$ cat config.mk
export PLATFORM = sky130hd
export DESIGN_NAME = hamming_seu_monitor
export DESIGN_NICKNAME = d
export VERILOG_FILES = /design/src/rtl/seu_monitor_pkg.sv /design/src/rtl/seu_event_counter.sv /design/src/rtl/hamming_seu_monitor.sv
export SDC_FILE = /design/constraint.sdc
export NUM_CORES = 1
export LEC_CHECK = 0
export ABC_AREA = 1
export CAP_MARGIN = 15
export CORE_ASPECT_RATIO = 1.2
export CORE_MARGIN = 10
export CORE_UTILIZATION = 50
export CTS_BUF_LIST = sky130_fd_sc_hd__clkbuf_16
export DETAILED_ROUTE_END_ITERATION = 7
export DONT_BUFFER_PORTS = 1
export RECOVER_POWER = 100
export SKIP_CTS_REPAIR_TIMING = 1
export SLEW_MARGIN = 5
export SYNTH_ARGS = -nofsm -noshare
export SYNTH_HDL_FRONTEND = slang
export SYNTH_SLANG_ARGS = --single-unit
$ cat constraint.sdc
create_clock -name clk_i -period 2.6 [get_ports clk_i]
set_clock_uncertainty 0.2 [all_clocks]
set_input_delay 0.26 -clock clk_i [delete_from_list [all_inputs] [get_ports clk_i]]
set_output_delay 0.26 -clock clk_i [all_outputs]
set_load 0.02 [all_outputs]
$ cat src/rtl/seu_monitor_pkg.sv
// rtl/seu_monitor_pkg.sv - shared types and helpers for the SEU correction-event monitor
package seu_monitor_pkg;

    // Readout handshake: one accepted request produces exactly one response cycle
    typedef enum logic {
        IDLE = 1'b0,
        RESP = 1'b1
    } rd_state_t;

    // Widest counter the helpers support; narrower counters are zero-extended into it
    localparam int unsigned MAX_CNT_W = 32;

    typedef logic [MAX_CNT_W-1:0] cnt_word_t;

    // All-ones value of a w-bit counter, expressed in the wide word
    function automatic cnt_word_t cnt_max(input int unsigned w);
        cnt_word_t m;
        if (w >= MAX_CNT_W) begin
            m = '1;
        end else begin
            m = (cnt_word_t'(1) << w) - cnt_word_t'(1);
        end
        return m;
    endfunction

    // Increment that sticks at the w-bit ceiling instead of wrapping
    function automatic cnt_word_t sat_inc(input cnt_word_t v, input int unsigned w);
        return (v >= cnt_max(w)) ? v : v + cnt_word_t'(1);
    endfunction

    // Select width for n sources, never narrower than one bit
    function automatic int unsigned sel_width(input int unsigned n);
        return (n > 1) ? int'($clog2(n)) : 1;
    endfunction

endpackage

$ cat src/rtl/seu_event_counter.sv
// rtl/seu_event_counter.sv - per-source edge detect, saturating event counter and stuck timer
module seu_event_counter
    import seu_monitor_pkg::*;
#(
    parameter int CNT_W     = 16,
    parameter int STUCK_CYC = 8
) (
    input  logic             clk_i,
    input  logic             rst_n_i,
    input  logic             i_sec,
    input  logic             i_clr,
    output logic [CNT_W-1:0] o_cnt,
    output logic             o_stuck
);

    localparam int TMR_W = $clog2(STUCK_CYC + 1);

    logic             r_sec_prev;
    logic             r_evt;
    logic [CNT_W-1:0] r_cnt;
    logic [TMR_W-1:0] r_tmr;
    logic             r_stuck;

    cnt_word_t        w_inc;
    logic [TMR_W-1:0] w_tmr_next;

    assign w_inc = sat_inc(cnt_word_t'(r_cnt), CNT_W);

    // Stuck timer: counts consecutive high samples, parks at STUCK_CYC, zeroes on any low sample
    always_comb begin
        w_tmr_next = '0;
        if (i_sec) begin
            w_tmr_next = (r_tmr == TMR_W'(STUCK_CYC)) ? r_tmr : r_tmr + TMR_W'(1);
        end
    end

    // Edge register feeds a one-cycle event strobe; a clear coinciding with an event keeps that event
    always_ff @(posedge clk_i) begin
        if (!rst_n_i) begin
            r_sec_prev <= 1'b0;
            r_evt      <= 1'b0;
            r_cnt      <= '0;
            r_tmr      <= '0;
            r_stuck    <= 1'b0;
        end else begin
            r_sec_prev <= i_sec;
            r_evt      <= i_sec & ~r_sec_prev;
            if (i_clr) begin
                r_cnt <= r_evt ? CNT_W'(1) : '0;
            end else if (r_evt) begin
                r_cnt <= w_inc[CNT_W-1:0];
            end
            r_tmr   <= w_tmr_next;
            r_stuck <= (w_tmr_next == TMR_W'(STUCK_CYC));
        end
    end

    assign o_cnt   = r_cnt;
    assign o_stuck = r_stuck;

endmodule

$ cat src/rtl/hamming_seu_monitor.sv
// rtl/hamming_seu_monitor.sv - correction-event statistics, stuck detection and readout for FSM correctors
module hamming_seu_monitor
    import seu_monitor_pkg::*;
#(
    parameter  int NUM_SRC   = 4,
    parameter  int CNT_W     = 16,
    parameter  int THRESH    = 100,
    parameter  int STUCK_CYC = 8,
    localparam int SEL_W     = sel_width(NUM_SRC)
) (
    input  logic               clk_i,
    input  logic               rst_n_i,
    input  logic [NUM_SRC-1:0] sec_i,
    input  logic               rd_req_i,
    input  logic [SEL_W-1:0]   rd_sel_i,
    input  logic               rd_clr_i,
    output logic               rd_valid_o,
    output logic [CNT_W-1:0]   rd_cnt_o,
    output logic               rd_stuck_o,
    output logic [NUM_SRC-1:0] stuck_o,
    output logic               irq_o,
    input  logic               irq_ack_i
);

    logic [CNT_W-1:0]   w_cnt [NUM_SRC];
    logic [NUM_SRC-1:0] w_stuck;
    logic [NUM_SRC-1:0] w_clr;
    logic               w_accept;
    logic [CNT_W-1:0]   w_sel_cnt;
    logic               w_sel_stuck;
    logic               w_over;

    rd_state_t          r_state;
    logic               r_valid;
    logic [CNT_W-1:0]   r_rd_cnt;
    logic               r_rd_stuck;
    logic               r_irq;

    // Requests arriving while a response is on the port are dropped
    assign w_accept = (r_state == IDLE) && rd_req_i;

    for (genvar g = 0; g < NUM_SRC; g++) begin : g_src
        // An out-of-range select matches no source, so its clear goes nowhere
        assign w_clr[g] = w_accept && rd_clr_i && (rd_sel_i == SEL_W'(g));

        seu_event_counter #(
            .CNT_W     (CNT_W),
            .STUCK_CYC (STUCK_CYC)
        ) u_cnt (
            .clk_i   (clk_i),
            .rst_n_i (rst_n_i),
            .i_sec   (sec_i[g]),
            .i_clr   (w_clr[g]),
            .o_cnt   (w_cnt[g]),
            .o_stuck (w_stuck[g])
        );
    end

    // Select mux reads the registered counters, i.e. the value before this cycle's update or clear
    always_comb begin
        w_sel_cnt   = '0;
        w_sel_stuck = 1'b0;
        for (int i = 0; i < NUM_SRC; i++) begin
            if (rd_sel_i == SEL_W'(i)) begin
                w_sel_cnt   = w_cnt[i];
                w_sel_stuck = w_stuck[i];
            end
        end
    end

    // Threshold compare in the wide word so a THRESH above the counter ceiling never fires
    always_comb begin
        w_over = 1'b0;
        for (int i = 0; i < NUM_SRC; i++) begin
            if (cnt_word_t'(w_cnt[i]) >= cnt_word_t'(THRESH)) begin
                w_over = 1'b1;
            end
        end
    end

    // Readout FSM: capture on acceptance, present for one cycle, result held until the next response
    always_ff @(posedge clk_i) begin
        if (!rst_n_i) begin
            r_state    <= IDLE;
            r_valid    <= 1'b0;
            r_rd_cnt   <= '0;
            r_rd_stuck <= 1'b0;
        end else begin
            case (r_state)
                IDLE: begin
                    if (rd_req_i) begin
                        r_state    <= RESP;
                        r_valid    <= 1'b1;
                        r_rd_cnt   <= w_sel_cnt;
                        r_rd_stuck <= w_sel_stuck;
                    end
                end
                RESP: begin
                    r_state <= IDLE;
                    r_valid <= 1'b0;
                end
            endcase
        end
    end

    // Sticky irq: while low it follows the threshold level (so a set beats a same-cycle ack);
    // while high only an ack drops it, and the level re-arms it on the following cycle
    always_ff @(posedge clk_i) begin
        if (!rst_n_i) begin
            r_irq <= 1'b0;
        end else if (r_irq) begin
            r_irq <= ~irq_ack_i;
        end else begin
            r_irq <= w_over;
        end
    end

    // A reset landing during the response cycle suppresses the strobe immediately
    assign rd_valid_o = r_valid & rst_n_i;
    assign rd_cnt_o   = r_rd_cnt;
    assign rd_stuck_o = r_rd_stuck;
    assign stuck_o    = w_stuck;
    assign irq_o      = r_irq;

endmodule

# == Word-level counts from Yosys, hierarchy flattened ==
# Index checks and enable logic that the tools add are counted.
# word_totals
register_bits,112
in_bits,11
out_inout_bits,23
word_cells,125
# classes
n_addsub,8
order_cmp,8
n_eq_ne,16
muxes,41
bitwise_logic,11
reduce_logical,16
# ops
operator,n
16-bit 2-to-1 mux,16
"16-bit by 1-bit adder with 16-bit output, second input constant",4
"16-bit >= comparator, second input constant",4
"16-bit by 7-bit >= comparator with 1-bit output, second input constant",4
"4-bit == test, second input constant",8
4-bit 2-to-1 mux,8
"4-bit by 1-bit adder with 4-bit output, second input constant",4
1-bit 2-to-1 mux,15
2-bit AND reduction,5
"2-bit by 1-bit inequality test with 1-bit output, second input constant",4
2-bit nonzero test,4
1-bit logical AND,6
1-bit inverter,6
1-bit bitwise AND,5
"2-bit == test, second input constant",2
1-bit case mux with 2 select lines,2
"2-bit by 1-bit == test with 1-bit output, second input constant",1
2-bit logical NOT,1
"2-bit inequality test, second input constant",1

# == Longest topological paths before layout ==
# Gate-level depths: netlist of the first run.
# logic_depth
ltp_word,6
depth_mapped,10
ltp_nobuf,10

# == Modules after synthesis ==
# From an unflattened synthesis of the first run, not the netlist that was laid out.
# hier_totals
cells_unflattened,1121
hier_area_um2,7141.8
# by_module_without_submodules
mod,n_inst,cells_per_inst,area_each_um2,seq_area_each_um2
seu_event_counter (g_src[1].u_cnt ...),2,221,1416.4,460.4
hamming_seu_monitor,1,236,1450.1,400.4
seu_event_counter (g_src[0].u_cnt),1,221,1440.1,460.4
seu_event_counter (g_src[3].u_cnt),1,222,1418.9,460.4

# == Worst setup path after synthesis of the first run ==
# No wires, ideal clock.
# synth_timing
path_type,register to register
from,register g_src[1].u_cnt.r_cnt[0]
to,register g_src[1].u_cnt.r_cnt[15]
setup_time_ns,0.110
arrival_ns,1.323
required_ns,2.290
path_slack_ns,0.967
path_stages_with_launch,10
path_buffers,0
synth_period_minus_slack_ns,1.633
path_cell_list,dfxtp_1 ha_1 nand2_1 nor2_1 nand2_1 nor2_1 a21oi_1 nand3_1 nand2_1 nor2_1
# synth_via
elab_chain_cells,4
word_cells_on_any_way,7
classes_between,add/sub (1); order compare (1); eq/ne (1); mux (3); reduce/logical (1)
# synth_lines
item,line,source
start: declaration,seu_event_counter.sv:20,logic [CNT_W-1:0] r_cnt;
start signal: assignment,seu_event_counter.sv:49,r_cnt <= r_evt ? CNT_W'(1) : '0;
start signal: assignment,seu_event_counter.sv:51,r_cnt <= w_inc[CNT_W-1:0];
16-bit by 1-bit adder with 16-bit output,seu_monitor_pkg.sv:28,return (v >= cnt_max(w)) ? v : v + cnt_word_t'(1);
16-bit 2-to-1 mux,seu_monitor_pkg.sv:28,
16-bit 2-to-1 mux,seu_event_counter.sv:50,end else if (r_evt) begin
16-bit 2-to-1 mux,seu_event_counter.sv:48,if (i_clr) begin
# Parallel ways exist; a longest one is shown, timed or not. The select of a mux whose other input is x is not followed.
# A chain may end at the register's enable or synchronous reset.

# == Worst setup path in the final report of the first run ==
# layout_timing
from,input rd_req_i
to,register g_src[2].u_cnt.r_cnt[1]
# layout_via
elab_chain_cells,5
word_cells_on_any_way,7
classes_between,eq/ne (1); mux (1); reduce/logical (5)
# layout_lines
item,line,source
start: declaration,hamming_seu_monitor.sv:14,"input logic rd_req_i,"
1-bit logical AND *,hamming_seu_monitor.sv:40,assign w_accept = (r_state == IDLE) && rd_req_i;
1-bit logical AND * (2 in series),hamming_seu_monitor.sv:44,assign w_clr[g] = w_accept && rd_clr_i && (rd_sel_i == SEL_W'(g));
2-bit by 1-bit inequality test with 1-bit output (no source line) or 2-bit nonzero test (tied branches),-,
2-bit AND reduction (no source line),-,
end signal: assignment,seu_event_counter.sv:49,
end signal: assignment,seu_event_counter.sv:51,
end: declaration,seu_event_counter.sv:20,
# Every way passes the cells marked *; elsewhere a longest branch is shown, timed or not.

==> flow_metrics.env, run 1 <==
export IMPL_syn_to_final_growth_pct=6.367
export IMPL_worst_r2r_path_depth=8
export IMPL_stdcell_area_um2=6710
export IMPL_rsz0062_at_grt="false"
export IMPL_fin_crit_ps=2273
export IMPL_grt_pass1_vias=5705
export IMPL_pwr_share_seq=0.537
export IMPL_antenna_left=0
export IMPL_grt_max_degree=35
export IMPL_yosys_warnings=0
export IMPL_switching_share=0.2649
export IMPL_p_total_mw=3.373
export IMPL_clk_latency_ps=360
export IMPL_synthDistinctLibCells=43
export IMPL_tns_ps=0
export IMPL_maxSlewHeadroom=0.4638
export IMPL_worstSetupPathType="input pin to flip-flop"
export IMPL_synth_top_area_cell="dfxtp_1"
export IMPL_synth_net_count=971
export IMPL_grt_pass1_wl_mm=28.35
export IMPL_synth_top_area_frac=0.3554
export IMPL_multiInputGateArea_um2=3339
export IMPL_dp_hpwl_mm=13.46
export IMPL_n_antenna_cell=0
export IMPL_cts_sinks=112
export IMPL_cp_arrival_ps=2370
export IMPL_row_count=44
export IMPL_die_h_um=143.0
export IMPL_die_w_um=122.5
export IMPL_clock_path_buffers=2
export IMPL_switching_power_mw=0.8936
export IMPL_ioPinCount=34
export IMPL_vias=6044
export IMPL_num_nets_final=971
export IMPL_p_leak_nw=2.670
export IMPL_hp_class="input pin to flip-flop"
export IMPL_crit_fanout=11
export IMPL_grt_usage=0.2026
export IMPL_core_area_um2=12220
export IMPL_clkPwrFrac=0.397
export IMPL_ys_seq_area_frac=0.3554
export IMPL_drc=0
export IMPL_drive_gt1_frac=0.05901
export IMPL_finalCritPeriodShare=0.8744
export IMPL_cts_root_buf="clkbuf_16"
export IMPL_fill_cells=1204
export IMPL_numCtsBuffers=9
export IMPL_viasPerCell=5.445
export IMPL_finalHoldViolations=0
export IMPL_synth_seq_cells=112
export IMPL_syn_area_per_cell_um2=6.683
export IMPL_drv_slew=0
export IMPL_portBuffers=0
export IMPL_fmax_mhz=439.9
export IMPL_cts_htree_levels=3
export IMPL_drtIter0Drc=465
export IMPL_dp_cells=1087
export IMPL_crit_path_start_kind="input pin"
export IMPL_synth_area_leaders="dfxtp_1 (36%), nand2_1 (12%), inv_1 (7.6%), nor2_1 (7.1%), nand3_1 (5.6%)"
export IMPL_worst_slew_pin_slew_ps=801.6
export IMPL_first_pass_iters=5
export IMPL_synth_cells=944
export IMPL_layout_cells_non_filler=1110
export IMPL_required_ps=2690
export IMPL_seqCellArea_um2=2242
export IMPL_start_util=0.5162
export IMPL_intPower_mw=2.479
export IMPL_maxCapViolations=0
export IMPL_power_density_nw_per_um2=502.7
export IMPL_clk_pin_slew_ps=70
export IMPL_setup_viol_count_final=0
export IMPL_end_kind="flip-flop"
export IMPL_irDropWorstVdd_mv=0.4314
export IMPL_tritoncts="yes"
export IMPL_antenna_found_initial=0
export IMPL_run_status="finished, final reports clean"
export IMPL_hold_path_depth=2
export IMPL_wl_mm=17.43
export IMPL_post_dp_cell_area_um2=6432
export IMPL_overflow=0
export IMPL_wl_per_cell_um=15.70
export IMPL_synthesis_area_um2=6309
export IMPL_combPwrFrac=0.065
export IMPL_die_area_um2=17530
export IMPL_place_gp_congestion=0.9170
-- critical path, stage by stage --
cell and delay (ps):
dlygate4sd3_1 550, nand2_1 180, nor2_4 70, nand2_1 210
inv_1 130, nor2_1 580, o21ai_0 220, a21oi_1 170
-- stage by stage --
stage	util	worst slack (ps)	hold WS (ps)
after floorplan	-	967.0	168.2
after global placement	0.5263	614.0	173.0
after detailed placement	0.5263	551.8	174.3
after CTS	0.5492	532.5	-173.0
after global routing	0.5490	137.5	54.92
final	0.5490	326.6	33.88
-- kinds of logic (layout without fill, tap and decap cells) --
family | Yosys count | count (layout) | synth area share
compound gates | 143 | 143 | 0.1246
buf+inv | 167 | 172 | 0.1037
xor+xnor | 17 | 17 | 0.02360
simple gates | 489 | 489 | 0.3610
flops | 112 | 112 | 0.3554
fa+ha+maj | 16 | 16 | 0.03173
-- synthesized netlist by cell type (all sizes together) --
cell and n:
inv 144, nand2 224, nor2 132, nand3b 5, nand4 29, o22ai 15, or2 2, buf 14
o2bb2ai 1, clkinv 1, xnor2 3, clkbuf 8, ha 16, a221oi 1, dfxtp 112, o21ai 45
a21oi 58, nand3 73, nor4 1, and2 1, o211ai 4, a31oi 17, nor3b 2, nor3 20
xor2 14, o21bai 2
-- metal layers --
metal / vias to the layer above / part of all wire / track usage
met5: - / 0 / 0
met4: 0 / 0.024 / 0.07329
met3: 29 / 0.058 / 0.04615
met2: 166 / 0.47 / 0.3337
met1: 2801 / 0.45 / 0.2522
li1: 3048 / - / -
-- power by group through the flow --
stage | sequential, mW | combinational (mW) | clock, mW
after floorplan | 1.84 | 0.167 | 0
after global placement | 1.85 | 0.206 | 0
after detailed placement | 1.85 | 0.211 | 0
after CTS | 1.81 | 0.212 | 1.36
after global routing | 1.82 | 0.253 | 1.44
final | 1.81 | 0.221 | 1.34
-- state kept, by name, summed over array words and instances (netlist names) --
| name | flops |
|---|---|
| rd_stuck_o | 1 |
| g_src.u_cnt.o_stuck | 4 |
| rd_cnt_o | 16 |
| g_src.u_cnt.o_cnt | 64 |
| r_state | 1 |
| r_valid | 1 |
| g_src.u_cnt.r_tmr | 16 |
| irq_o | 1 |
| g_src.u_cnt.r_evt | 4 |
| g_src.u_cnt.r_sec_prev | 4 |
-- area by class of cell --
class | count | area share
Clock buffer | 9 | 0.03356
Clock inverter | 7 | 0.008204
Inverter | 145 | 0.08148
Multi-Input combinational cell | 665 | 0.4977
Sequential cell | 112 | 0.3341
Tap cell | 161 | 0.03002
Timing Repair Buffer | 11 | 0.01492
-- worst paths after layout --
check                                               start                      end  slack, ps
worst max-delay path                             rd_req_i  g_src[2].u_cnt.o_cnt[1]        330
worst min-delay path                              rst_n_i  g_src[2].u_cnt.r_tmr[2]         30
worst max register to register    g_src[0].u_cnt.o_cnt[0]  g_src[0].u_cnt.o_cnt[1]        380
worst min register to register  g_src[3].u_cnt.r_sec_prev     g_src[3].u_cnt.r_evt        180
-- cells in the final DEF (no fill, tap or decap), types with 4 or more instances in the layout --
cell type and instances:
nand2_2 6, nand3_1 72, clkbuf_16 9, nand2_1 215
o211ai_1 4, buf_4 4, a31oi_1 17, o21ai_0 41
xor2_1 14, nor2_1 122, nand4_1 27, o22ai_1 15
dlygate4sd3_1 7, ha_1 16, a21oi_1 57, nor2_2 4
inv_2 10, o21ai_1 4, inv_1 133, nor3_1 20
dfxtp_1 112, nor2_4 5, nand3b_1 4
No activity file was read; power rests on OpenSTA's default activity.
==> run 2, diff against run 1 <==
--- a/config.mk
+++ b/config.mk
@@ -9,10 +9,11 @@
 export CAP_MARGIN = 15
 export CORE_ASPECT_RATIO = 1.2
 export CORE_MARGIN = 10
-export CORE_UTILIZATION = 50
+export CORE_UTILIZATION = 54
 export CTS_BUF_LIST = sky130_fd_sc_hd__clkbuf_16
 export DETAILED_ROUTE_END_ITERATION = 7
 export DONT_BUFFER_PORTS = 1
+export PLACE_DENSITY = 0.69
 export RECOVER_POWER = 100
 export SKIP_CTS_REPAIR_TIMING = 1
 export SLEW_MARGIN = 5
==> run 2 against run 1 <==
Effect of this change:
- via count fell by 0.74%
- global-route usage is 0.74 points lower
- clock-buffer cell count unchanged
- maximum frequency rose by 0.22%
- sequential share of layout area fell by 0.24 points
- critical path type unchanged
- largest power group unchanged
==> flow_metrics.env, run 2 (synthesis gave the netlist of run 1 again) <==
export IMPL_antenna_found_initial=0
export IMPL_place_gp_congestion=0.9331
export IMPL_fmax_mhz=440.9
export IMPL_drv_slew=0
export IMPL_grt_pass1_vias=5399
export IMPL_syn_to_final_growth_pct=7.140
export IMPL_stdcell_area_um2=6759
export IMPL_slowest_stage="dlygate4sd3_1"
export IMPL_drive_gt1_frac=0.06191
export IMPL_end_kind="flip-flop"
export IMPL_holdWs_ps=30.52
export IMPL_finalCritPeriodShare=0.8724
export IMPL_use_met3=0.04440
export IMPL_p_leak_nw=2.681
export IMPL_wl_per_cell_um=15.09
export IMPL_viasPerCell=5.405
export IMPL_cts_root_buf="clkbuf_16"
export IMPL_irDropWorstVdd_mv=0.3134
export IMPL_num_nets_final=975
export IMPL_path_cells="dlygate4sd3_1, nand2_1, nor2_4, nand2_1, nand3_1, nand2_1, inv_1, nand2_1, a21oi_1"
export IMPL_start_util=0.5479
export IMPL_layout_commonest_cell="nand2_1"
export IMPL_clock_path_buffers=2
export IMPL_layout_cells_non_filler=1110
export IMPL_hp_class="input pin to flip-flop"
export IMPL_antenna_left=0
export IMPL_dp_cells=1086
export IMPL_crit_fanout=8
export IMPL_dp_hpwl_mm=12.82
export IMPL_clk_pin_slew_ps=80
export IMPL_worstSetupPathType="input pin to flip-flop"
export IMPL_largest_reg_flops=64
export IMPL_vias=5999
export IMPL_numCtsBuffers=9
export IMPL_tritoncts="yes"
export IMPL_grt_pass1_wl_mm=26.49
export IMPL_portBuffers=0
export IMPL_critPathBufInv=2
export IMPL_grt_max_degree=25
export IMPL_grt_busiest_layer="met2"
export IMPL_n_antenna_cell=0
export IMPL_tns_ps=0
export IMPL_row_count=43
export IMPL_overflow=0
export IMPL_core_area_um2=11510
export IMPL_run_status="finished, final reports clean"
export IMPL_crit_path_start_kind="input pin"
export IMPL_final_cell_mix="nand2_1 (212), inv_1 (131), nor2_1 (124)"
export IMPL_maxCapViolations=0
export IMPL_cts_sinks=112
export IMPL_die_w_um=118.7
export IMPL_clk_latency_ps=360
export IMPL_crit_path_frequent_cell="nand2_1"
export IMPL_power_density_nw_per_um2=534.2
export IMPL_grt_usage=0.1952
export IMPL_setup_viol_count_final=0
export IMPL_finalHoldViolations=0
export IMPL_maxSlewHeadroom=0.4108
export IMPL_cts_htree_levels=3
export IMPL_required_ps=2690
export IMPL_first_pass_iters=6
export IMPL_wl_mm=16.75
export IMPL_met2_usage=0.3208
export IMPL_cp_arrival_ps=2350
export IMPL_ioPinCount=34
export IMPL_drc=0
export IMPL_rsz0062_at_grt="false"
export IMPL_die_area_um2=16420
export IMPL_max_stage_delay_ps=560
export IMPL_drtIter0Drc=474
export IMPL_fin_crit_ps=2268
export IMPL_worst_slew_pin_slew_ps=880.9
export IMPL_use_met1=0.2413
export IMPL_die_h_um=138.4
export IMPL_post_dp_cell_area_um2=6450
export IMPL_crit_family="simple AND/OR/NAND/NOR gates"
run 2: cell type report:
class / count / area (um^2)
Clock buffer: 9 / 225.2
Clock inverter: 7 / 112.6
Fill cell: 1212 / 4755
Inverter: 145 / 546.8
Multi-Input combinational cell: 665 / 3307
Sequential cell: 112 / 2242
Tap cell: 157 / 196.4
Timing Repair Buffer: 15 / 128.9
run 2: worst paths after layout:
path              slack (ps)                      start                 endpoint  cells past startpoint
hold / removal            30                    rst_n_i  g_src[3].u_cnt.r_tmr[0]                      2
setup reg to reg         350    g_src[3].u_cnt.o_cnt[0]  g_src[3].u_cnt.o_cnt[1]                      8
setup / recovery         330                   rd_req_i  g_src[1].u_cnt.o_cnt[8]                      9
hold reg to reg          180  g_src[0].u_cnt.r_sec_prev     g_src[0].u_cnt.r_evt                      1
run 2: where the power goes:
part           switching [mW]  leakage [nW]  internal (mW)
Sequential             0.0572         0.910           1.75
Combinational           0.156          1.60         0.0666
Clock                   0.707         0.167          0.870
run 2: per-stage QoR:
step	worst slack, ps	utilization	total power [mW]
final	331.7	0.5870	3.611
after global routing	159.4	0.5870	3.735
after CTS	660.4	0.5895	3.622
after detailed placement	683.9	0.5602	2.066
after global placement	661.2	0.5602	2.063
after floorplan	967.0	-	2.005
run 2: worst reg2reg max path: stages, from the launching register on:
cell	delay (ps)
dfxtp_1	430
ha_1	220
nand2_1	190
nor2_8	200
nand4_1	190
nand2_1	360
inv_4	120
o21ai_0	180
nor2_1	60
run 2: per-layer routing:
layer,vias up,wire [um]
li1,3059,-
met1,2746,7265
met2,169,7952
met3,25,1118
met4,0,414
met5,-,0
